File: src/rtl/spi_cmd_pkg.sv
// Shared definitions for the SPI command decoder: FSM encoding,
// command-byte field positions and the register width.
package spi_cmd_pkg;

    typedef enum logic [2:0] {
        ST_IDLE,
        ST_CMD,
        ST_DATA_HI,
        ST_DATA_LO,
        ST_DRAIN
    } state_e;

    localparam int CMD_WRITE_BIT = 7;
    localparam int CMD_ADDR_MSB  = 6;
    localparam int REG_W         = 16;

    // True when an 8-bit zero-extended address lies inside the register file.
    function automatic logic addr_ok(input logic [7:0] a, input int n);
        return int'(a) < n;
    endfunction

endpackage

File: src/rtl/spi_cmd_decoder_sync_2ff.sv
// Reusable two-flop synchronizer for a single asynchronous level.
// RST_VAL sets the value both flops take during reset.
module sync_2ff #(
    parameter logic RST_VAL = 1'b0
) (
    input  logic clk,
    input  logic rst_n,
    input  logic d_i,
    output logic q_o
);

    logic meta_q;
    logic sync_q;

    // Two back-to-back flops to let metastability resolve.
    always_ff @(posedge clk or negedge rst_n) begin
        if (!rst_n) begin
            meta_q <= RST_VAL;
            sync_q <= RST_VAL;
        end else begin
            meta_q <= d_i;
            sync_q <= meta_q;
        end
    end

    assign q_o = sync_q;

endmodule

File: src/rtl/spi_cmd_decoder.sv
// Turns framed SPI byte streams into control-register writes.
// Define SPI_CMD_AUTOINC_EN for burst writes with address auto-increment.
module spi_cmd_decoder
    import spi_cmd_pkg::*;
#(
    parameter int NUM_REGS = 16,
    parameter int ADDR_W   = 7
) (
    input  logic                      clk,
    input  logic                      rst_n,
    input  logic                      spi_ss,
    input  logic [7:0]                byte_in,
    input  logic                      byte_valid,
    output logic                      reg_wr_en,
    output logic [ADDR_W-1:0]         reg_wr_addr,
    output logic [REG_W-1:0]          reg_wr_data,
    output logic [NUM_REGS*REG_W-1:0] regs_flat,
    output logic                      cmd_error
);

    state_e             state_q;
    logic [ADDR_W-1:0]  addr_q;
    logic [7:0]         hi_q;
    logic               wr_en_q;
    logic [ADDR_W-1:0]  wr_addr_q;
    logic [REG_W-1:0]   wr_data_q;
    logic               err_q;
    logic               ss_prev_q;
    logic [REG_W-1:0]   regs_q [NUM_REGS];

    logic               ss_sync;
    logic               ss_active;
    logic               ss_rise;
    logic               cmd_ok;
    logic               commit;
    logic [REG_W-1:0]   word;

`ifdef SPI_CMD_AUTOINC_EN
    logic [7:0]         addr_nxt;
    assign addr_nxt = 8'(addr_q) + 8'd1;
`endif

    // Chip select idles high, so the synchronizer resets to inactive.
    sync_2ff #(
        .RST_VAL (1'b1)
    ) u_ss_sync (
        .clk   (clk),
        .rst_n (rst_n),
        .d_i   (spi_ss),
        .q_o   (ss_sync)
    );

    assign ss_active = ~ss_sync;
    assign ss_rise   = ss_active & ~ss_prev_q;

    assign cmd_ok = byte_in[CMD_WRITE_BIT]
                  & addr_ok({1'b0, byte_in[CMD_ADDR_MSB:0]}, NUM_REGS);

    assign commit = ss_active & byte_valid & (state_q == ST_DATA_LO);
    assign word   = {hi_q, byte_in};

    // Frame FSM with registered strobe, write-echo and error outputs.
    always_ff @(posedge clk or negedge rst_n) begin
        if (!rst_n) begin
            state_q   <= ST_IDLE;
            addr_q    <= '0;
            hi_q      <= '0;
            wr_en_q   <= 1'b0;
            wr_addr_q <= '0;
            wr_data_q <= '0;
            err_q     <= 1'b0;
            ss_prev_q <= 1'b0;
        end else begin
            wr_en_q   <= 1'b0;
            err_q     <= 1'b0;
            ss_prev_q <= ss_active;
            if (!ss_active) begin
                state_q <= ST_IDLE;
            end else begin
                unique case (state_q)
                    ST_IDLE: begin
                        if (ss_rise) begin
                            state_q <= ST_CMD;
                        end
                    end
                    ST_CMD: begin
                        if (byte_valid) begin
                            if (cmd_ok) begin
                                addr_q  <= ADDR_W'(byte_in[CMD_ADDR_MSB:0]);
                                state_q <= ST_DATA_HI;
                            end else begin
                                err_q   <= 1'b1;
                                state_q <= ST_DRAIN;
                            end
                        end
                    end
                    ST_DATA_HI: begin
                        if (byte_valid) begin
                            hi_q    <= byte_in;
                            state_q <= ST_DATA_LO;
                        end
                    end
                    ST_DATA_LO: begin
                        if (byte_valid) begin
                            wr_en_q   <= 1'b1;
                            wr_addr_q <= addr_q;
                            wr_data_q <= word;
`ifdef SPI_CMD_AUTOINC_EN
                            addr_q    <= addr_nxt[ADDR_W-1:0];
                            if (addr_ok(addr_nxt, NUM_REGS)) begin
                                state_q <= ST_DATA_HI;
                            end else begin
                                err_q   <= 1'b1;
                                state_q <= ST_DRAIN;
                            end
`else
                            state_q   <= ST_DRAIN;
`endif
                        end
                    end
                    ST_DRAIN: begin
                        state_q <= ST_DRAIN;
                    end
                    default: begin
                        state_q <= ST_IDLE;
                    end
                endcase
            end
        end
    end

    // Register file: one word written per committed data pair.
    always_ff @(posedge clk or negedge rst_n) begin
        if (!rst_n) begin
            for (int i = 0; i < NUM_REGS; i++) begin
                regs_q[i] <= '0;
            end
        end else if (commit) begin
            for (int i = 0; i < NUM_REGS; i++) begin
                if (addr_q == ADDR_W'(i)) begin
                    regs_q[i] <= word;
                end
            end
        end
    end

    for (genvar g = 0; g < NUM_REGS; g++) begin : g_flat
        assign regs_flat[REG_W*g +: REG_W] = regs_q[g];
    end

    assign reg_wr_en   = wr_en_q;
    assign reg_wr_addr = wr_addr_q;
    assign reg_wr_data = wr_data_q;
    assign cmd_error   = err_q;

endmodule
File: config.mk
export PLATFORM = sky130hd
export DESIGN_NAME = spi_cmd_decoder
export DESIGN_NICKNAME = d
export VERILOG_FILES = /design/src/rtl/spi_cmd_pkg.sv /design/src/rtl/spi_cmd_decoder_sync_2ff.sv /design/src/rtl/spi_cmd_decoder.sv
export SDC_FILE = /design/constraint.sdc
export NUM_CORES = 1
export LEC_CHECK = 0
export ABC_AREA = 1
export BUFFER_PORTS_ARGS = -buffer_cell sky130_fd_sc_hd__buf_2
export CORE_MARGIN = 5
export CORE_UTILIZATION = 30
export CTS_CLUSTER_SIZE = 8
export DETAILED_ROUTE_END_ITERATION = 10
export GPL_TIMING_DRIVEN = 0
export PLACE_DENSITY_LB_ADDON = 0.1
export SLEW_MARGIN = 10
export SYNTH_ARGS = -nofsm -noshare
export SYNTH_HDL_FRONTEND = slang
export SYNTH_SLANG_ARGS = --single-unit
File: constraint.sdc
create_clock -name clk -period 2.33 [get_ports clk]
set_input_delay 0.466 -clock clk [delete_from_list [all_inputs] [get_ports clk]]
set_output_delay 0.466 -clock clk [all_outputs]
set_load 0.005 [all_outputs]
==> run metrics, run 1 <==
EDFF count, synth 0; postcts setup bufs 0; initial detailed-routing violation count between 800 and 900; top_reg_cell synth dfrtp_1; ys async rst share 100%; Synth top area share about three fifths; post-DR vias/cell about 4.7; Vias 10578; CP startpoint kind flip-flop; Arr. time, crit path around 2.7 ns; Worst Path Max Fanout 10; footprint of the multi-input gates 4100 um^2; first-pass iteration count of the detailed router 6; setup_tns 0 ns; Power Dens Cells a little under 800 nW/um^2; Reg area roughly 7600 um^2; Layout fillers ~4300; Max Cap Viol 0; cts bufs inserted 43; RSZ-0062 raised after global routing false; syn_nets about 1400; core footprint around 41000 um^2; fin crit share 96.2%; Diodes inserted 0; global-route wire length before repair between 60 and 70 mm; Syn Inst Count between 1000 and 1500; Placer Congestion roughly 0.79; Total Wirelength approximately 46 mm; Final HPWL DP ~32 mm; Routed Antenna Nets 0; Pins Over Slew Limit 0; skew final approximately 0.019 ns; vias in the first global route 10357; syn avg cell area 8.88 um^2; Setup Crit Path Kind reg2reg; Area after DPL around 15000 um^2; hold slack about 0.31 ns; sequential share of the synthesized area 61.4%; WL/cell between 20 and 25 um; H-tree depth 2; clk_lat worst skew 0.56 ns; Total Nets Final ~1700; Internal Power approximately 8900 uW; die outline height between 200 and 250 um; fmax between 400 and 500 MHz; kind of end point of the critical path flip-flop; switching power between 3000 and 4000 uW; final hold vios 0; worst slew pin tran approximately 1.2 ns; Clock power frac 46.9%; post-route minimum period around 2.2 ns; largest net degree at the start of global routing between 100 and 150; fin util 38.5%; input/output buffers ~280; CTS tree built; Root Driver clkbuf_16; YS warnings 0; grt total ovfl 0; top-count cell post-synth nand2_1; I/O pins roughly 290; Yosys reg bits roughly 300; Site Rows between 70 and 80; CTS Sinks between 300 and 400; Syn Std Cell Area ~12000 um^2; combinational power share around 8.3%; area delta synth->final 27.3%; VDD IR max 431 uV; share of layout cells above drive strength 1 between 20% and 30%; status finished clean; endpoints failing setup 0; Initial Util between 30% and 40%; Hold Crit Class in2reg; top post-synthesis cells by area dfrtp_1 (61%), nand2_1 (18%), nand3_1 (11%); Netlist cell types 19; DIE WIDTH 213 um; post-route cell area ~16000 um^2; Seq pwr share roughly 45%; largest area contributor in the netlist dfrtp_1; Total GRT Usage 20.1%; Synth top cells by count nand2_1 (593), dfrtp_1 (300), nand3_1 (261), buf_2 (33), nor2_1 (29); Slew headroom ~17%; clk slew on worst S/H paths approximately 0.05 ns; die area ~45000 um^2; clk buf depth 3; initial antenna violation count 0; DRC 0; LEAKAGE approximately 0.0094 uW; worst path required time 2.81 ns; Sw Ratio 26.4%
power groups by stage:
stage | clock, uW | combinational [uW] | sequential [uW]
6_report | 5660 | 1010 | 5410
5_1_grt | 6020 | 1110 | 5420
4_1_cts | 5820 | 1020 | 5410
3_5_place_dp | 0 | 1010 | 5500
3_3_place_gp | 0 | 990 | 5500
2_1_floorplan | 0 | 474 | 5490
flip-flops by register name, indices dropped and copies added (netlist names):
signal,flops
regs_flat,256
ss_prev_q,1
addr_q,7
reg_wr_en,1
reg_wr_data,16
u_ss_sync.q_o,1
cmd_error,1
state_q,3
reg_wr_addr,7
u_ss_sync.meta_q,1
hi_q,8
cells in the final DEF, fill, tap and decap left out, drive strengths merged:
master	synthesis	routed
a21oi	14	14
buf	77	364
clkbuf	26	79
clkinv	0	1
dfrtp	300	300
dfstp	2	2
dlygate4sd3	0	2
inv	26	27
nand2	604	604
nand3	265	265
nand4	5	5
nor2	49	49
o21ai	19	19
worst max-delay path: stages (launching register included):
cell and delay, ns:
dfrtp_1 0.31, clkbuf_1 0.57, clkbuf_1 0.97, nand3_1 0.17
nand2_1 0.12
worst paths after layout:
check	from	end	slack (ns)	depth (start not counted)
setup reg to reg	hi_q[1]$_DFFE_PN0P_	regs_flat[121]$_DFFE_PN0P_	0.09	4
hold reg to reg	u_ss_sync.meta_q$_DFF_PN1_	u_ss_sync.q_o$_DFF_PN1_	0.36	0
setup / recovery	hi_q[1]$_DFFE_PN0P_	regs_flat[121]$_DFFE_PN0P_	0.09	4
max in group asynchronous	rst_n	u_ss_sync.meta_q$_DFF_PN1_	0.68	4
min in group asynchronous	rst_n	regs_flat[24]$_DFFE_PN0P_	0.43	2
hold / removal	byte_valid	state_q[0]$_DFFE_PN0P_	0.31	5
per-layer routing:
layer	track usage [%]	wire, um
met5	0	0
met1	29.5	21900
met4	4.13	721
met2	31.7	21400
met3	3.61	2380
cell families (layout without fill, tap and decap cells):
family                 after synthesis  after routing  synth area share [%]
AO/OA/AOI/OAI                       33             33                  1.34
buffers and inverters              129            473                  5.39
AND/OR/NAND/NOR                    923            923                  31.9
flip-flops                         302            302                  61.4
area by class of cell:
| class | count | share of cell area [%] |
|---|---|---|
| Clock buffer | 53 | 7.24 |
| Tap cell | 532 | 4.24 |
| Buffer | 103 | 3.62 |
| Multi-Input combinational cell | 956 | 26.1 |
| Sequential cell | 302 | 48.2 |
| Clock inverter | 2 | 0.160 |
| Timing Repair Buffer | 289 | 9.78 |
| Inverter | 26 | 0.622 |
per-stage QoR:
step	setup slack, ns	power [uW]	cells
floorplan	0.823	5960	1387
global placement	-5.42	6490	2203
detailed placement	0.0534	6510	2206
CTS	0.0815	12200	2263
global route	0.0492	12500	2263
finish	0.0880	12100	2263
repair_timing:
action                                  4_1_cts  5_1_grt
endpoints found under the setup margin        0       10
endpoints found under the hold margin        63        0
hold buffers                                  2        0
gates resized for setup                       0        3
Note: power is estimated with default switching activity, not from simulation.
==> run 2, diff against run 1 <==
Settings changed: CORE_UTILIZATION 30 to 55.
==> run metrics, run 2 (synthesized netlist as in run 1, its figures left out) <==
LEAKAGE a little over 0.009 uW; met1 usage between 40% and 50%; CTS tree built; min-delay src spi_ss; DIE WIDTH between 150 and 200 um; RSZ-0062 raised after global routing false; status finished clean; switching power around 2900 uW; clk slew on worst S/H paths ~0.05 ns; Total Nets Final between 1500 and 2000; die area 25500 um^2; Worst path slowest cell buf_1; Crit Reg-Reg Startpoint hi_q[6]$_DFFE_PN0P_; Vias roughly 11000; Crit path max-delay family buffers and inverters; input/output buffers around 280; met3 Use GR under 10%; Worst Path Max Fanout 10; flip-flop count of the largest register after layout 256; crit path cell chain clkbuf_1, buf_1, nand3_1, nand2_1; GRT busiest layer met2; core footprint around 22000 um^2; first-pass iteration count of the detailed router 5; Arr. time, crit path ~2.5 ns; share of layout cells above drive strength 1 25.4%; Final HPWL DP between 20 and 30 mm; grt total ovfl 0; global-route wire length before repair about 61 mm; combinational power share around 8%; fmax 479 MHz; Layout fillers about 1800; Max Cap Viol 0; Non-Filler Instances around 2000; Critical path origin hi_q[6]$_DFFE_PN0P_; Hold Crit Class in2reg; WP buf/inv 2; hold slack 0.0520 ns; CTS Sinks a little over 300; Site Rows 54; Total GRT Usage between 30% and 40%; I/O pins between 200 and 300; H-tree depth 2; M2 GR Usage 45.8%; area delta synth->final 24.7%; fin crit share between 80% and 90%; power consumption approximately 12000 uW; largest net degree at the start of global routing between 100 and 150; die outline height between 150 and 200 um; WL/cell ~20 um; Setup Crit Path Kind reg2reg; Root Driver clkbuf_16; postcts setup bufs 0; Routed Antenna Nets 0; Sw Ratio approximately a quarter; dpl cells ~2000; clk buf depth 3; Power Dens Cells 775 nW/um^2; initial antenna violation count 0; skew final about 0.015 ns; kind of end point of the critical path flip-flop; Seq pwr share 45.4%; post-DR vias/cell ~5.5; Total Wirelength about 40 mm; commonest cells after routing, fill and taps aside nand2_1 (593), buf_2 (316), dfrtp_1 (300); final hold vios 0; initial detailed-routing violation count approximately 980; Internal Power between 8000 and 9000 uW; clk_lat worst skew 0.52 ns; Slew headroom 28.5%; Initial Util between 50 and 60%; CP peak stage delay 0.84 ns; VDD IR max 481 uV; most common cell after layout, fill and taps aside nand2_1; Clock power frac a little under half; endpoints failing setup 0; Pins Over Slew Limit 0; worst slew pin tran 1.07 ns; DRC 0; worst path required time about 2.8 ns; CP startpoint kind flip-flop; Placer Congestion 0.842; cts bufs inserted 43; vias in the first global route roughly 11000; post-route minimum period 2.09 ns
-- run 2: cell count changes in the layout (fill, tap and decap cells not counted), sizes merged --
cell	change
inv	-1
clkinv	-1
diode	+1
dlygate4sd3	-1
-- run 2: per-layer routing --
layer	share of wire, %	vias up	routed length, um
li1	-	5069	-
met3	9.4	91	3670
met2	45	522	17700
met4	3.1	0	1220
met1	42	5290	16600
met5	0	-	0
-- run 2: cell type report --
class                           instances  area [um^2]  area share [%]
Sequential cell                       302         7560            49.2
Multi-Input combinational cell        956         4100            26.7
Timing Repair Buffer                  288         1520            9.92
Clock buffer                           53         1170            7.59
Buffer                                103          567            3.69
Tap cell                              280          350            2.28
Inverter                               26         97.6           0.635
Antenna cell                            1         2.50          0.0163
-- run 2: repair_timing --
item                      CTS  global route
hold endpoints to repair   38             0
resized for setup           0             0
hold buffers                1             0
-- run 2: final timing paths --
kind	cells past startpoint	slack, ns	endpoint
worst max-delay path	4	0.24	regs_flat[110]$_DFFE_PN0P_
worst min register to register	0	0.36	u_ss_sync.q_o$_DFF_PN1_
worst max register to register	4	0.24	regs_flat[110]$_DFFE_PN0P_
max in group asynchronous	4	0.80	regs_flat[107]$_DFFE_PN0P_
min in group asynchronous	2	0.43	regs_flat[199]$_DFFE_PN0P_
worst min-delay path	1	0.05	u_ss_sync.meta_q$_DFF_PN1_
-- run 2: per-stage QoR --
stage	worst slack (ns)	setup TNS (ns)	area (um^2)	utilization (%)
5_1_grt	0.156	0	15400	70.0
4_1_cts	0.252	0	15400	70.0
3_5_place_dp	0.200	0	14200	64.6
6_report	0.242	0	15400	70.0
2_1_floorplan	0.823	0	12300	-
3_3_place_gp	-4.81	-1441.40	14100	64.2
-- run 2: power groups by stage --
stage | combinational, uW | sequential (uW) | clock [uW]
after floorplan | 474 | 5490 | 0
after global placement | 898 | 5490 | 0
after detailed placement | 934 | 5490 | 0
after CTS | 941 | 5410 | 5590
after global routing | 1040 | 5420 | 5830
final | 954 | 5410 | 5550
-- run 2: worst register-to-register path: stages, from the launching register on --
cell	delay (ns)
dfrtp_1	0.31
clkbuf_1	0.52
buf_1	0.85
nand3_1	0.20
nand2_1	0.13
==> run 3, diff against run 2 <==
Settings changed: BUFFER_PORTS_ARGS -buffer_cell sky130_fd_sc_hd__buf_2 to unset, DONT_BUFFER_PORTS set to 1.
==> run metrics, run 3 (synthesized netlist as in run 1, its figures left out) <==
Vias 9810; FF-to-FF setup slack 0.26 ns; Final HPWL DP about 25 mm; Root Driver clkbuf_16; Final WS setup 0.264 ns; Crit Reg-Reg Startpoint hi_q[5]$_DFFE_PN0P_; dpl cells ~1700; endpoints failing setup 0; CTS Sinks about 300; Worst path slowest cell buf_1; global-route wire length before repair 58.5 mm; Hold Crit Class in2async; Non-Filler Instances between 1500 and 2000; fmax slightly below 500 MHz; LEAKAGE between 0.007 and 0.008 uW; most common cell after layout, fill and taps aside nand2_1; Max Used Layer met4; Diodes inserted 0; cts bufs inserted 43; clk_lat worst skew between 0.5 and 0.6 ns; failing checks hold timing; flip-flop count of the largest register after layout 256; area delta synth->final 12.2%; Placer Congestion a little over 0.8; Total Wirelength about 38 mm; input/output buffers 0; RSZ-0062 raised after global routing false; hold slack -0.357 ns; largest net degree at the start of global routing slightly above 300; PostCTS Resize Cnt 0; Slew headroom 24.7%; status finished, violations left; DIE WIDTH around 160 um; initial antenna violation count 0; Arr. time, crit path roughly 2.5 ns; Site Rows between 50 and 60; Pins Over Slew Limit 0; post-DR vias/cell between 5 and 6; core footprint 22000 um^2; Routed Antenna Nets 0; hold_buf cts 1; clk slew on worst S/H paths ~0.05 ns; worst slew pin tran between 1 and 1.5 ns; fin crit share between 80% and 90%; met2 WL post-DR 17.3 mm; met3 WL post-DR 4.15 mm; CP startpoint kind flip-flop; Place WS approximately 0.23 ns; I/O pins roughly 300; postcts setup bufs 0; skew final between 0.015 and 0.02 ns; DRC 0; H-tree depth 2; WL/cell between 20 and 25 um; grt total ovfl 0; Worst Path Max Fanout 10; cell depth of the worst flop-to-flop path 4; final hold vios between 300 and 400; CTS tree built; Total Nets Final 1445; share of layout cells above drive strength 1 a little over a tenth; worst path required time 2.78 ns; clk buf depth 3; first-pass iteration count of the detailed router 5; VDD IR max 619 uV; Total GRT Usage 29.5%; CP peak stage delay 0.90 ns; Setup Crit Path Kind reg2reg; RR Endpoint regs_flat[93]$_DFFE_PN0P_; die area around 25000 um^2; Power Dens Cells approximately 840 nW/um^2; Initial Util between 50 and 60%; DRT met1 WL approximately 15 mm; Max Cap Viol 0; vias in the first global route 9372; Critical path origin hi_q[5]$_DFFE_PN0P_; setup_tns 0 ns; die outline height 160 um; initial detailed-routing violation count approximately 880; commonest cells after routing, fill and taps aside nand2_1 (593), dfrtp_1 (300), nand3_1 (261); post-route minimum period between 2 and 2.5 ns; crit path cell chain clkbuf_1, buf_1, nand3_1, nand2_1; kind of end point of the critical path flip-flop
-- run 3: cell types whose count changed in the layout (fill, tap and decap cells not counted) --
| cell | delta |
|---|---|
| buf_2 | -283 |
| clkbuf_1 | -7 |
| buf_16 | -3 |
| buf_8 | -1 |
| diode_2 | -1 |
-- run 3: critical path: cells and delay by family (launching register included) --
family | cells | cell delay [ns]
buffers and inverters | 2 | 1.39
flip-flops | 1 | 0.31
AND/OR/NAND/NOR | 2 | 0.28
-- run 3: how the worst max path moves through the flow --
stage,end,slack (ns),depth (start not counted)
final,regs_flat[93]$_DFFE_PN0P_,0.26,4
after global routing,regs_flat[109]$_DFFE_PN0P_,0.13,4
after CTS,regs_flat[60]$_DFFE_PN0P_,0.27,4
after detailed placement,regs_flat[118]$_DFFE_PN0P_,0.23,4
after global placement,regs_flat[42]$_DFFE_PN0P_,0.31,4
after floorplan,addr_q[0]$_DFFE_PN0P_,0.82,6
-- run 3: report_power, final --
| group | leakage [uW] | switching [uW] | internal, uW | total (uW) |
|---|---|---|---|---|
| sequential | 0.00421 | 93.3 | 5340 | 5440 |
| clock | 0.000562 | 2070 | 3380 | 5450 |
| combinational | 0.00295 | 627 | 149 | 776 |
-- run 3: stage by stage --
| stage | hold WS, ns | area, um^2 | utilization (%) | total power, uW |
|---|---|---|---|---|
| after detailed placement | 0.180 | 12700 | 57.7 | 6280 |
| after CTS | -0.371 | 13800 | 62.9 | 11700 |
| after floorplan | 0.170 | 12300 | - | 5960 |
| final | -0.357 | 13800 | 62.9 | 11700 |
| after global placement | 0.181 | 12700 | 57.7 | 6260 |
| after global routing | -0.378 | 13800 | 62.9 | 12100 |
-- run 3: area by class of cell --
| class | count | area [um^2] |
|---|---|---|
| Multi-Input combinational cell | 956 | 4100 |
| Inverter | 26 | 97.6 |
| Buffer | 103 | 567 |
| Sequential cell | 302 | 7560 |
| Timing Repair Buffer | 1 | 10.0 |
| Tap cell | 280 | 350 |
| Fill cell | 1866 | 8140 |
| Clock buffer | 46 | 1140 |
-- run 3: per-layer routing --
layer | global-route usage (%) | up-vias
met3 | 11.7 | 56
met2 | 45.1 | 407
met4 | 7.14 | 0
met1 | 40.1 | 4852
li1 | - | 4495
met5 | 0 | -
